`src/rtl/mul_pkg.sv`:
```
// Shared definitions for the multiplier issue/hazard controller.
// The scoreboard entry records one in-flight multiply per pipeline stage.
package mul_pkg;

   localparam int unsigned MUL_STAGES_DEF = 5;
   localparam int unsigned REG_ADDR_W_DEF = 5;

   // The rd field is sized by REG_ADDR_W_DEF, so REG_ADDR_W on the top must match it.
   typedef struct packed {
      logic                      valid;
      logic                      we;
      logic [REG_ADDR_W_DEF-1:0] rd;
   } mul_sb_entry_t;

endpackage

```
`src/rtl/mul_hazard_cmp.sv`:
```
// Compares one scoreboard entry against the decode operands.
// Reports RAW (enabled source hits rd) and WAW (decode rd hits rd) for active entries only.
module mul_hazard_cmp
   import mul_pkg::*;
(
   input  mul_sb_entry_t             entry_i,
   input  logic [REG_ADDR_W_DEF-1:0] rs1_i,
   input  logic [REG_ADDR_W_DEF-1:0] rs2_i,
   input  logic                      rs1_used_i,
   input  logic                      rs2_used_i,
   input  logic [REG_ADDR_W_DEF-1:0] rd_i,
   input  logic                      we_i,
   output logic                      raw_o,
   output logic                      waw_o
);

   logic active;
   logic rs1_hit;
   logic rs2_hit;

   always_comb begin
      // x0 is hardwired, so an entry targeting it never blocks anything.
      active  = entry_i.valid & entry_i.we & (entry_i.rd != '0);
      rs1_hit = rs1_used_i & (rs1_i == entry_i.rd);
      rs2_hit = rs2_used_i & (rs2_i == entry_i.rd);
      raw_o   = active & (rs1_hit | rs2_hit);
      waw_o   = active & we_i & (rd_i != '0) & (rd_i == entry_i.rd);
   end

endmodule

```
`src/rtl/mul_issue_ctrl.sv`:
```
// Issue/hazard controller for the multi-cycle multiplier pipeline.
// Tracks in-flight multiplies per stage and gates decode issue into mult1 or the ALU.
module mul_issue_ctrl
   import mul_pkg::*;
#(
   parameter int unsigned MUL_STAGES = MUL_STAGES_DEF,
   parameter int unsigned REG_ADDR_W = REG_ADDR_W_DEF
) (
   input  logic                             clk_i,
   input  logic                             rst_i,
   input  logic                             dec_mul_valid_i,
   input  logic                             dec_alu_valid_i,
   input  logic [REG_ADDR_W-1:0]            dec_rd_i,
   input  logic                             dec_we_i,
   input  logic [REG_ADDR_W-1:0]            dec_rs1_i,
   input  logic [REG_ADDR_W-1:0]            dec_rs2_i,
   input  logic                             dec_rs1_used_i,
   input  logic                             dec_rs2_used_i,
   input  logic                             flush_i,
   output logic                             stall_o,
   output logic                             mul_issue_o,
   output logic                             alu_issue_o,
   output logic [MUL_STAGES-1:0]            mul_stage_valid_o,
   output logic                             mul_wb_valid_o,
   output logic [REG_ADDR_W-1:0]            mul_wb_addr_o,
   output logic [$clog2(MUL_STAGES+1)-1:0]  inflight_cnt_o
);

   localparam int unsigned CntW = $clog2(MUL_STAGES + 1);

   mul_sb_entry_t [MUL_STAGES-1:0] sb_q;
   mul_sb_entry_t [MUL_STAGES-1:0] sb_d;
   logic [CntW-1:0]                cnt_q;
   logic [CntW-1:0]                cnt_d;

   logic [MUL_STAGES-2:0] raw_hit;
   logic [MUL_STAGES-2:0] waw_hit;
   logic                  wb_collision;
   logic                  hazard;

   // The last stage is excluded: the register file writes before it reads.
   for (genvar k = 0; k < MUL_STAGES - 1; k++) begin : g_cmp
      mul_hazard_cmp u_cmp (
         .entry_i    (sb_q[k]),
         .rs1_i      (dec_rs1_i),
         .rs2_i      (dec_rs2_i),
         .rs1_used_i (dec_rs1_used_i),
         .rs2_used_i (dec_rs2_used_i),
         .rd_i       (dec_rd_i),
         .we_i       (dec_we_i),
         .raw_o      (raw_hit[k]),
         .waw_o      (waw_hit[k])
      );
   end

   // An ALU result lands one cycle after issue, i.e. alongside the mul now in stage S-2.
   always_comb begin
      wb_collision = dec_alu_valid_i & dec_we_i
                   & sb_q[MUL_STAGES-2].valid & sb_q[MUL_STAGES-2].we;
      hazard       = (|raw_hit) | (|waw_hit) | wb_collision;
   end

   always_comb begin
      stall_o     = 1'b0;
      mul_issue_o = 1'b0;
      alu_issue_o = 1'b0;
      if (!rst_i) begin
         stall_o     = (dec_mul_valid_i | dec_alu_valid_i) & hazard & ~flush_i;
         mul_issue_o = dec_mul_valid_i & ~hazard & ~flush_i;
         alu_issue_o = dec_alu_valid_i & ~hazard & ~flush_i;
      end
   end

   // The scoreboard always shifts; a stall or flush simply inserts a bubble.
   always_comb begin
      sb_d[0].valid = mul_issue_o;
      sb_d[0].we    = dec_we_i;
      sb_d[0].rd    = dec_rd_i;
      for (int k = 1; k < MUL_STAGES; k++) begin
         sb_d[k] = sb_q[k-1];
      end
   end

   always_comb begin
      cnt_d = '0;
      for (int k = 0; k < MUL_STAGES; k++) begin
         cnt_d = cnt_d + CntW'(sb_d[k].valid);
      end
   end

   always_ff @(posedge clk_i) begin
      if (rst_i) begin
         sb_q  <= '0;
         cnt_q <= '0;
      end else begin
         sb_q  <= sb_d;
         cnt_q <= cnt_d;
      end
   end

   always_comb begin
      for (int k = 0; k < MUL_STAGES; k++) begin
         mul_stage_valid_o[k] = sb_q[k].valid;
      end
      mul_wb_valid_o = sb_q[MUL_STAGES-1].valid & sb_q[MUL_STAGES-1].we;
      mul_wb_addr_o  = sb_q[MUL_STAGES-1].rd;
      inflight_cnt_o = cnt_q;
   end

endmodule

```
`config.mk`:
```
export PLATFORM = sky130hd
export DESIGN_NAME = mul_issue_ctrl
export DESIGN_NICKNAME = d
export VERILOG_FILES = /design/src/rtl/mul_pkg.sv /design/src/rtl/mul_hazard_cmp.sv /design/src/rtl/mul_issue_ctrl.sv
export SDC_FILE = /design/constraint.sdc
export NUM_CORES = 1
export LEC_CHECK = 0
export CAP_MARGIN = 0
export CORE_MARGIN = 2
export CORE_UTILIZATION = 51
export CTS_CLUSTER_SIZE = 20
export DETAILED_ROUTE_END_ITERATION = 8
export PLACE_DENSITY = 0.77
export RECOVER_POWER = 100
export SLEW_MARGIN = 40
export SYNTH_ARGS = -nofsm -noshare
export SYNTH_HDL_FRONTEND = slang
export SYNTH_SLANG_ARGS = --single-unit
```
`constraint.sdc`:
```
create_clock -name clk_i -period 4.25 [get_ports clk_i]
set_input_delay 0.6375 -clock clk_i [delete_from_list [all_inputs] [get_ports clk_i]]
set_output_delay 0.6375 -clock clk_i [all_outputs]
set_load 0.01 [all_outputs]
```
# After elaboration in Yosys (flattened, before gate mapping)

Cells that the tools add are included.

Bits in registers: 38
Latch bits: 0
Bits in writable memories: 0
ROM bits: 0
Input port bits: 23
Output and inout bits: 17
Logic and storage cells: 93
Memories kept: 0

$add $sub $neg: 4
$mul: 0
Div/mod/pow operators: 0
Magnitude comparators: 0
Equal/unequal tests: 12
Shift-type cells: 0
Mux-type cells: 3
Bitwise operators: 51
Reductions and logical operators: 7

Operator list:

| cell                 | number |
|---|---|
| equality test 5 bit  | 12 |
| bitwise AND 1 bit    | 42 |
| nonzero test 5 bit   | 5 |
| OR reduction 4 bit   | 2 |
| OR 1 bit             | 7 |
| adder 3 x 1 -> 3 bit | 2 |
| adder 2 x 1 -> 3 bit | 1 |
| 2-to-1 mux 1 bit     | 3 |
| adder 1 x 1 -> 2 bit | 1 |
| inverter 1 bit       | 2 |

# Longest topological paths before layout

Gate-level depths: netlist of run 1.

Word-level depth: 16
Gate-level depth with buffers: 12
Depth with buffers taken out: 11

# Modules after synthesis

Synthesis of run 1 repeated with hierarchy kept, for this count alone.

Cells, all modules: 221
Area total of the unflattened synthesis: 2104.5 µm²

By module, submodules not included:

| module         | instances | cells an instance | area each (µm²) | seq. area each (µm²) |
|---|---|---|---|---|
| mul_issue_ctrl | 1         | 109               | 1278.7          | 760.7 |
| mul_hazard_cmp | 4         | 28                | 206.4           | 0.0 |

# Worst setup path before layout of run 1

Ideal clock, no wire load.

Path kind: input -> register
Start point: input dec_rd_i[1]
End point: register cnt_q[1], in the netlist inflight_cnt_o[1]
Setup time: 0.128 ns
Data arrival time: 3.264 ns
Data required time: 4.122 ns
Path slack: 0.858 ns
Cell stages on the path: 10
Path buffers: 1
Cell sequence: clkbuf_1 -> or4_1 -> o21ai_2 -> o21ai_2 -> or3_1 -> fa_1 -> inv_1 -> fa_1 -> ha_1 -> nor2b_1

Word-level cells in the longest chain between the ends: 14
Elaborated cells on any way between the ends: 24
Classes of those cells: 4 x add/sub; 4 x eq/ne; 1 x mux; 13 x bitwise; 2 x reduce/logical

Ends and longest elaborated chain:

| item                                  | RTL line             | text |
|---|---|---|
| start: declaration                    | mul_issue_ctrl.sv:13 | `input logic [REG_ADDR_W-1:0] dec_rd_i,` |
| nonzero test 5 bit                    | mul_hazard_cmp.sv:27 | `waw_o = active & we_i & (rd_i != '0) & (rd_i == entry_i.rd);` |
| bitwise AND 1 bit (2 in a row)        | mul_hazard_cmp.sv:27 |  |
| OR reduction 4 bit (*)                | mul_issue_ctrl.sv:60 | `hazard = (\|raw_hit) \| (\|waw_hit) \| wb_collision;` |
| OR 1 bit (*) (2 in a row)             | mul_issue_ctrl.sv:60 |  |
| inverter 1 bit (*)                    | mul_issue_ctrl.sv:69 | `mul_issue_o = dec_mul_valid_i & ~hazard & ~flush_i;` |
| bitwise AND 1 bit (*) (2 in a row)    | mul_issue_ctrl.sv:69 |  |
| 2-to-1 mux 1 bit (*)                  | mul_issue_ctrl.sv:67 | `if (!rst_i) begin` |
| adder 1 x 1 -> 2 bit (*)              | mul_issue_ctrl.sv:87 | `cnt_d = cnt_d + CntW'(sb_d[k].valid);` |
| adder 2 x 1 -> 3 bit (*)              | mul_issue_ctrl.sv:87 |  |
| adder 3 x 1 -> 3 bit (*) (2 in a row) | mul_issue_ctrl.sv:87 |  |
| net cnt_d[1]                          | mul_issue_ctrl.sv:34 | `logic [CntW-1:0] cnt_d;` |
| end signal: assignment                | mul_issue_ctrl.sv:97 | `cnt_q <= cnt_d;` |
| end: declaration                      | mul_issue_ctrl.sv:33 | `logic [CntW-1:0] cnt_q;` |

Mark *: on every way through the listed nets, which the timed path passes. The rest lies on a longest branch.
A chain may end at the register's enable or synchronous reset.

# Final worst setup path of run 1

Start point: input dec_rd_i[4]
End point: output stall_o

Word-level cells in the longest chain between the ends: 9
Elaborated cells on any way between the ends: 19
Classes of those cells: 4 x eq/ne; 1 x mux; 12 x bitwise; 2 x reduce/logical

Ends and longest elaborated chain:

| item                               | RTL line             | text |
|---|---|---|
| nonzero test 5 bit                 | mul_hazard_cmp.sv:27 |  |
| bitwise AND 1 bit (2 in a row)     | mul_hazard_cmp.sv:27 |  |
| OR reduction 4 bit (*)             | mul_issue_ctrl.sv:60 |  |
| OR 1 bit (*) (2 in a row)          | mul_issue_ctrl.sv:60 |  |
| bitwise AND 1 bit (*) (2 in a row) | mul_issue_ctrl.sv:68 | `stall_o = (dec_mul_valid_i \| dec_alu_valid_i) & hazard & ~flush_i;` |
| 2-to-1 mux 1 bit (*)               | mul_issue_ctrl.sv:67 |  |
| end: declaration                   | mul_issue_ctrl.sv:20 | `output logic stall_o,` |

Mark *: on every way between the ends. The rest lies on a longest branch, timed or not.

==> flow_metrics.tcl, run 1 <==
set metrics [dict create \
    grt_pass1_wl_microns 7160 \
    slowest_delay_ps 670 \
    final_util_pct 63.4 \
    syn2layout_area_growth_pct 21.8 \
    worstSetupPathType "input port to primary output" \
    antenna_found_initial 0 \
    dieWidth_microns 67.4 \
    grt_max_degree 38 \
    drive_gt1_share_pct 4.53 \
    syn_inst 224 \
    clkTransAtPathRegs_ps 80 \
    fp-row-count 23 \
    drcViolationCount 0 \
    synth_compound_area_share_pct 5.31 \
    end_kind "primary output" \
    clk_latency_ps 300 \
    yosysMostFrequentCell "xnor2_1" \
    synth_mux_area_share_pct 0 \
    dp_slack_ps 341 \
    htreeDepth 2 \
    cp_data_arrival_time_ps 3070 \
    synth.distinct_cells 22 \
    dr.pass1.iters 4 \
    yosysSeqAreaShare_pct 37.1 \
    cts.sinks 38 \
    vias_per_cell 5.18 \
    drt-wirelength-per-cell_microns 14.8 \
    port_buffers 39 \
    gp_congestion 0.955 \
    hold_viol 0 \
    ys_warn_count 0 \
    setup_ws_ps 543 \
    synth_top_cell_by_area "dfxtp_1" \
    hold_class "flop to flop" \
    slew_viol_final 0 \
    rsz0062_at_grt "false" \
    cts_root_buffer "clkbuf_8" \
    synthSimpleGateAreaFrac_pct 21.5 \
    cp_max_fo 6 \
    status "completed" \
    worst_setup_path_start_kind "input port" \
    synthDominantCellAreaShare_pct 37.1 \
    drv_cap 0 \
    place_hpwl_microns 3190 \
    drt_iter0_markers 91 \
    drt_wl_total_microns 4340 \
    tns_ps 0 \
    clock_path_buffers 2 \
    cts_buffers 5 \
    tightest_slew_ps 1490 \
    ys.flop_type "dfxtp_1" \
    grtUsageTotal_pct 21.7 \
    initial_core_util_pct 52.0 \
    synth_top_family_by_area "XOR/XNOR gates" \
    cts_resized 0 \
    syn_area_sq_um 2050 \
    die_y_microns 67.4 \
    vdd_ir_drop_max_v 0.000274 \
    core_area_sq_um 3940 \
    synth_nets 250 \
    skew_ps 10.3 \
    nNetsFinal 268 \
    cp_cell_sequence "dlygate4sd3_1 > xor2_1 > nor3_1 > nand4_1 > and4_1 > o21ai_2 > o221a_2 > dlygate4sd3_1" \
    setup_violations 0 \
    timing.slew.headroom_pct 0.734 \
    dr_total_vias 1518 \
    syn_area_per_cell_sq_um 9.15 \
    min_period_over_period_pct 87.2 \
    io_pins 40 \
    synth_edf_count 0 \
    tritoncts "yes" \
    synthTopCellsByCount "xnor2_1 (48), dfxtp_1 (38), nor2b_1 (35)" \
    synth_xor_area_share_pct 25.6 \
    ant_nets 0 \
    ctsHoldBuffers 0 \
    fmax_ghz 0.270 \
    synth.top_cells.by_area "dfxtp_1 (37%), xnor2_1 (21%), nor2b_1 (11%)" \
    diodes 0 \
    synth_adder_area_share_pct 2.56 \
    ys_ff_latch 38 \
    post-route-min-period_ps 3710 \
    grt-ovfl-total 0 \
    required_ps 3610 \
    postCtsSetupBuffers 0 \
    die_area_sq_um 4540 \
    fillCellCount 326 \
    grt_pass1_vias 1424 \
    p_per_area_nw_per_um2 343 \
    crit_slowest_cell "dlygate4sd3_1" \
    critPathMostFrequentCell "dlygate4sd3_1" \
    leakagePower_nw 0.975 \
    async_flop_share_pct 0 \
]
[registers in the layout, summed over array words and instances, names as in the netlist]
register / flops
inflight_cnt_o: 3
mul_stage_valid_o: 5
mul_wb_addr_o: 5
sb_d: 24
sb_q: 1
[final cells by class]
class                      count  area (sq um)  area share [%]
timing repair buffer          40           394            15.8
clock inverter                 3          68.8            2.75
clock buffer                   5          68.8            2.75
inverter                       4          15.0           0.601
sequential                    38           761            30.4
multi-input combinational    153          1130            45.2
tap                           50          62.6            2.50
[worst max-delay path: cells and delay by family]
family	cells	cell delay [ps]
buffers and inverters	2	1270
AO/OA/AOI/OAI	2	400
XOR/XNOR	1	190
AND/OR/NAND/NOR	3	560
[final timing paths]
kind / slack, ps / cells after the start / start / to
min reg2reg: 470 / 1 / sb_d[12] / sb_d[19]
max reg2reg: 770 / 11 / sb_d[8] / inflight_cnt_o[1]
max: 540 / 8 / dec_rd_i[4] / stall_o
min: 470 / 1 / sb_d[12] / sb_d[19]
[per-layer routing]
layer  track usage [%]  routed length [microns]  vias up
met5                 0                        0        -
met4              6.89                       58        0
met3              6.83                      252        6
met2              35.1                     2050       47
met1              27.5                     1980      711
li1                  -                        -      754
[layout by cell type, fill, tap and decap left out, types with 2 or more instances in the layout]
cell type         n
a22oi_1           2
bufinv_16         2
clkbuf_8          5
clkdlybuf4s50_1  20
dfxtp_1          38
dlygate4sd3_1    19
fa_1              2
inv_1             4
nand2_1          11
nand4_1          13
nor2_1            3
nor2b_1          35
nor3_1            7
o21ai_2           2
o22ai_1           4
o311a_1           4
or3_1             5
xnor2_1          48
xor2_1           12
[logic make-up (layout without fill, tap and decap cells)]
group | Yosys count | in the layout
AO/OA/AOI/OAI | 13 | 13
XOR/XNOR | 60 | 60
adder cells (fa/ha/maj) | 3 | 3
buffers and inverters | 33 | 52
flip-flops | 38 | 38
AND/OR/NAND/NOR | 77 | 77
[report_power, final]
| part | switching (W) | internal (W) |
|---|---|---|
| Clock | 0.000133 | 0.000235 |
| Combinational | 0.0000477 | 0.0000606 |
| Sequential | 0.0000153 | 0.000366 |
[stage by stage]
| stage | hold slack (ps) | cell area [sq um] | total power [W] | cells |
|---|---|---|---|---|
| global route | 499 | 2500 | 0.000892 | 293 |
| detailed placement | 456 | 2360 | 0.000499 | 285 |
| global placement | 443 | 2360 | 0.000497 | 285 |
| finish | 471 | 2500 | 0.000857 | 293 |
| CTS | 471 | 2500 | 0.000863 | 293 |
| floorplan | 438 | 2050 | 0.000462 | 224 |
(Power assumes the default switching activity.)
==> run 2, diff against run 1 <==
--- a/config.mk
+++ b/config.mk
@@ -12,7 +12,7 @@
 export DETAILED_ROUTE_END_ITERATION = 8
 export PLACE_DENSITY = 0.77
 export RECOVER_POWER = 100
-export SLEW_MARGIN = 40
+export SLEW_MARGIN = 10
 export SYNTH_ARGS = -nofsm -noshare
 export SYNTH_HDL_FRONTEND = slang
 export SYNTH_SLANG_ARGS = --single-unit
==> results of run 2 <==
No change in the layout: final DEF, timing and power equal those of run 1.
==> run 3, diff against run 2 <==
--- a/config.mk
+++ b/config.mk
@@ -16,3 +16,4 @@
 export SYNTH_ARGS = -nofsm -noshare
 export SYNTH_HDL_FRONTEND = slang
 export SYNTH_SLANG_ARGS = --single-unit
+export TNS_END_PERCENT = 10
==> results of run 3 <==
No change in the layout: final DEF, timing and power equal those of run 1.
==> variant, RTL diff (flow settings as in run 1) <==
`MUL_STAGES_DEF`: 5 -> 6.
--- a/src/rtl/mul_pkg.sv
+++ b/src/rtl/mul_pkg.sv
@@ -4,3 +4,3 @@
 
-   localparam int unsigned MUL_STAGES_DEF = 5;
+   localparam int unsigned MUL_STAGES_DEF = 6;
    localparam int unsigned REG_ADDR_W_DEF = 5;
Ports: changed (resized mul_stage_valid_o); port bits go from 40 to 41. No check against the original RTL was run, so the function may have changed too.
==> variant against run 1 <==
- via count rose by 18%
- non-clock buffer count is 6 higher
- wire length increased by 19%
- sequential power increased by 17%
- area after synthesis increased by 21%
- worst setup slack got worse by 0.32 ns
- count of clock-buffer cells in the layout increased by 1
- total power increased by 7.6%
- sequential cell count is 7 higher
- register-to-register slack lost 0.28 ns
- synthesized cell count up 20%
- clock skew is 0.0049 ns lower
- worst hold slack got worse by 0.0063 ns
- design area is 18% higher
- largest cell class unchanged
- largest power group unchanged
==> variant: results (changes against run 1) <==
R2R depth=12 (+1); placed cell count=339 (+19%); Worst Hold End=sb_q[40]; WP data arrival=4.20 ns (+1.13 ns); met3 Use GR=4.527% (-2.3 points); Met2 Wirelength=2582 um (+26%); met2 global-route usage=35.02% (-0.13 points); Hold WS=0.4646 ns (-0.006259 ns); Least-Margin Pin Slew=0.4354 ns (-1.054 ns); wl on met1=2301 um (+16%); final non-filler cell total=347 (+18%); status=finished, final reports clean; syn_area_per_cell=9.224 um^2 (+0.75%); pre-CTS setup slack=-0.03952 ns (-0.3800 ns); ranking of synthesized cells by area=dfxtp_1, xnor2_1, nor2b_1, xor2_1, nand4_1; first-pass GRT wire length=8631 um (+21%); Commonest cells post-synth=xnor2_1, dfxtp_1, nor2b_1; max reg flops=30 (+25%); Cell variety after synth=25 (+14%); routed wire length=5179 um (+19%); P_leak=1.138 nW (+17%); CTS H-tree lvls=2 (unchanged); switching power=225.3 uW (+15%); Vias=1794 (+18%); Post-Syn Nets=296 (+18%); met1 GRT Util=27.53% (about the same); Max rail drop VDD=174.2 uV (-36%); DP Area=2828 um^2 (+20%); Hold Path Origin=sb_d[40]; Slowest-stage cell, CP=dlygate4sd3_1; compound-cell area share of the yosys netlist=5.093% (-0.21 points); Synth Area in XOR/XNOR=26.48% (+0.85 points); Largest stage delay, worst path=0.64 ns (-0.03 ns); flop-to-flop setup slack=0.49 ns (-0.28 ns); clock skew=0.005361 ns (-0.004928 ns); layout cells sized above 1=5.461% (+0.93 points); routability congestion estimate=0.9047 (-5.3%); HPWL Detailed=4136 um (+30%); adder-cell share of the synthesized area=2.925% (+0.36 points); NumNets Final=319 (+19%); Port Buffer Count=40 (+2.6%); Seq/Total Area, Yosys=36.31% (-0.79 points); worst flop-to-flop path startpoint=sb_d[29]; largest net degree at the start of global routing=45 (+18%); Starting DRT DRC Count=67 (-26%); total global-route track usage=21.29% (-0.41 points)
variant: how the worst max path moves through the flow:
stage | start | endpoint | slack [ns]
finish | dec_rd_i[1] | inflight_cnt_o[1] | 0.23
global route | dec_rd_i[1] | inflight_cnt_o[1] | 0.06
CTS | dec_rd_i[4] | inflight_cnt_o[1] | 0.29
detailed placement | dec_rd_i[1] | inflight_cnt_o[1] | -0.04
global placement | dec_rd_i[4] | inflight_cnt_o[1] | 0.03
floorplan | dec_rd_i[1] | inflight_cnt_o[1] | 0.43
variant: worst max-delay path: cells and delay by family:
kind	cells	cell delay, ns
adders and majority gates	4	1.58
xor gates and xnor gates	1	0.11
AOI/OAI and AO/OA	1	0.24
buffers and inverters	3	0.86
and+or+nand+nor	5	0.79
variant: cells by family (layout without fill, tap and decap cells):
| kind of cell | Yosys count | after routing |
|---|---|---|
| AOI/OAI and AO/OA | 14 | 14 |
| xor gates and xnor gates | 75 | 75 |
| adders and majority gates | 4 | 4 |
| buffers and inverters | 37 | 61 |
| DFF | 45 | 45 |
| and+or+nand+nor | 94 | 94 |
variant: area by class of cell:
| class | count | area, um^2 | share of cell area [%] |
|---|---|---|---|
| flip-flops and latches | 45 | 900.9 | 30.52 |
| clock inverters | 2 | 41.29 | 1.399 |
| well taps | 54 | 67.56 | 2.289 |
| clock buffers | 6 | 82.58 | 2.798 |
| multi-input cells | 187 | 1388 | 47.01 |
| repair buffers | 46 | 445.4 | 15.09 |
| inverters | 7 | 26.28 | 0.8902 |
variant: power by group through the flow:
stage	Clock (mW)	Sequential (mW)	Combinational, mW
floorplan	0	0.453	0.0900
global placement	0	0.456	0.127
detailed placement	0	0.457	0.129
CTS	0.355	0.447	0.130
global route	0.372	0.449	0.140
finish	0.348	0.446	0.128
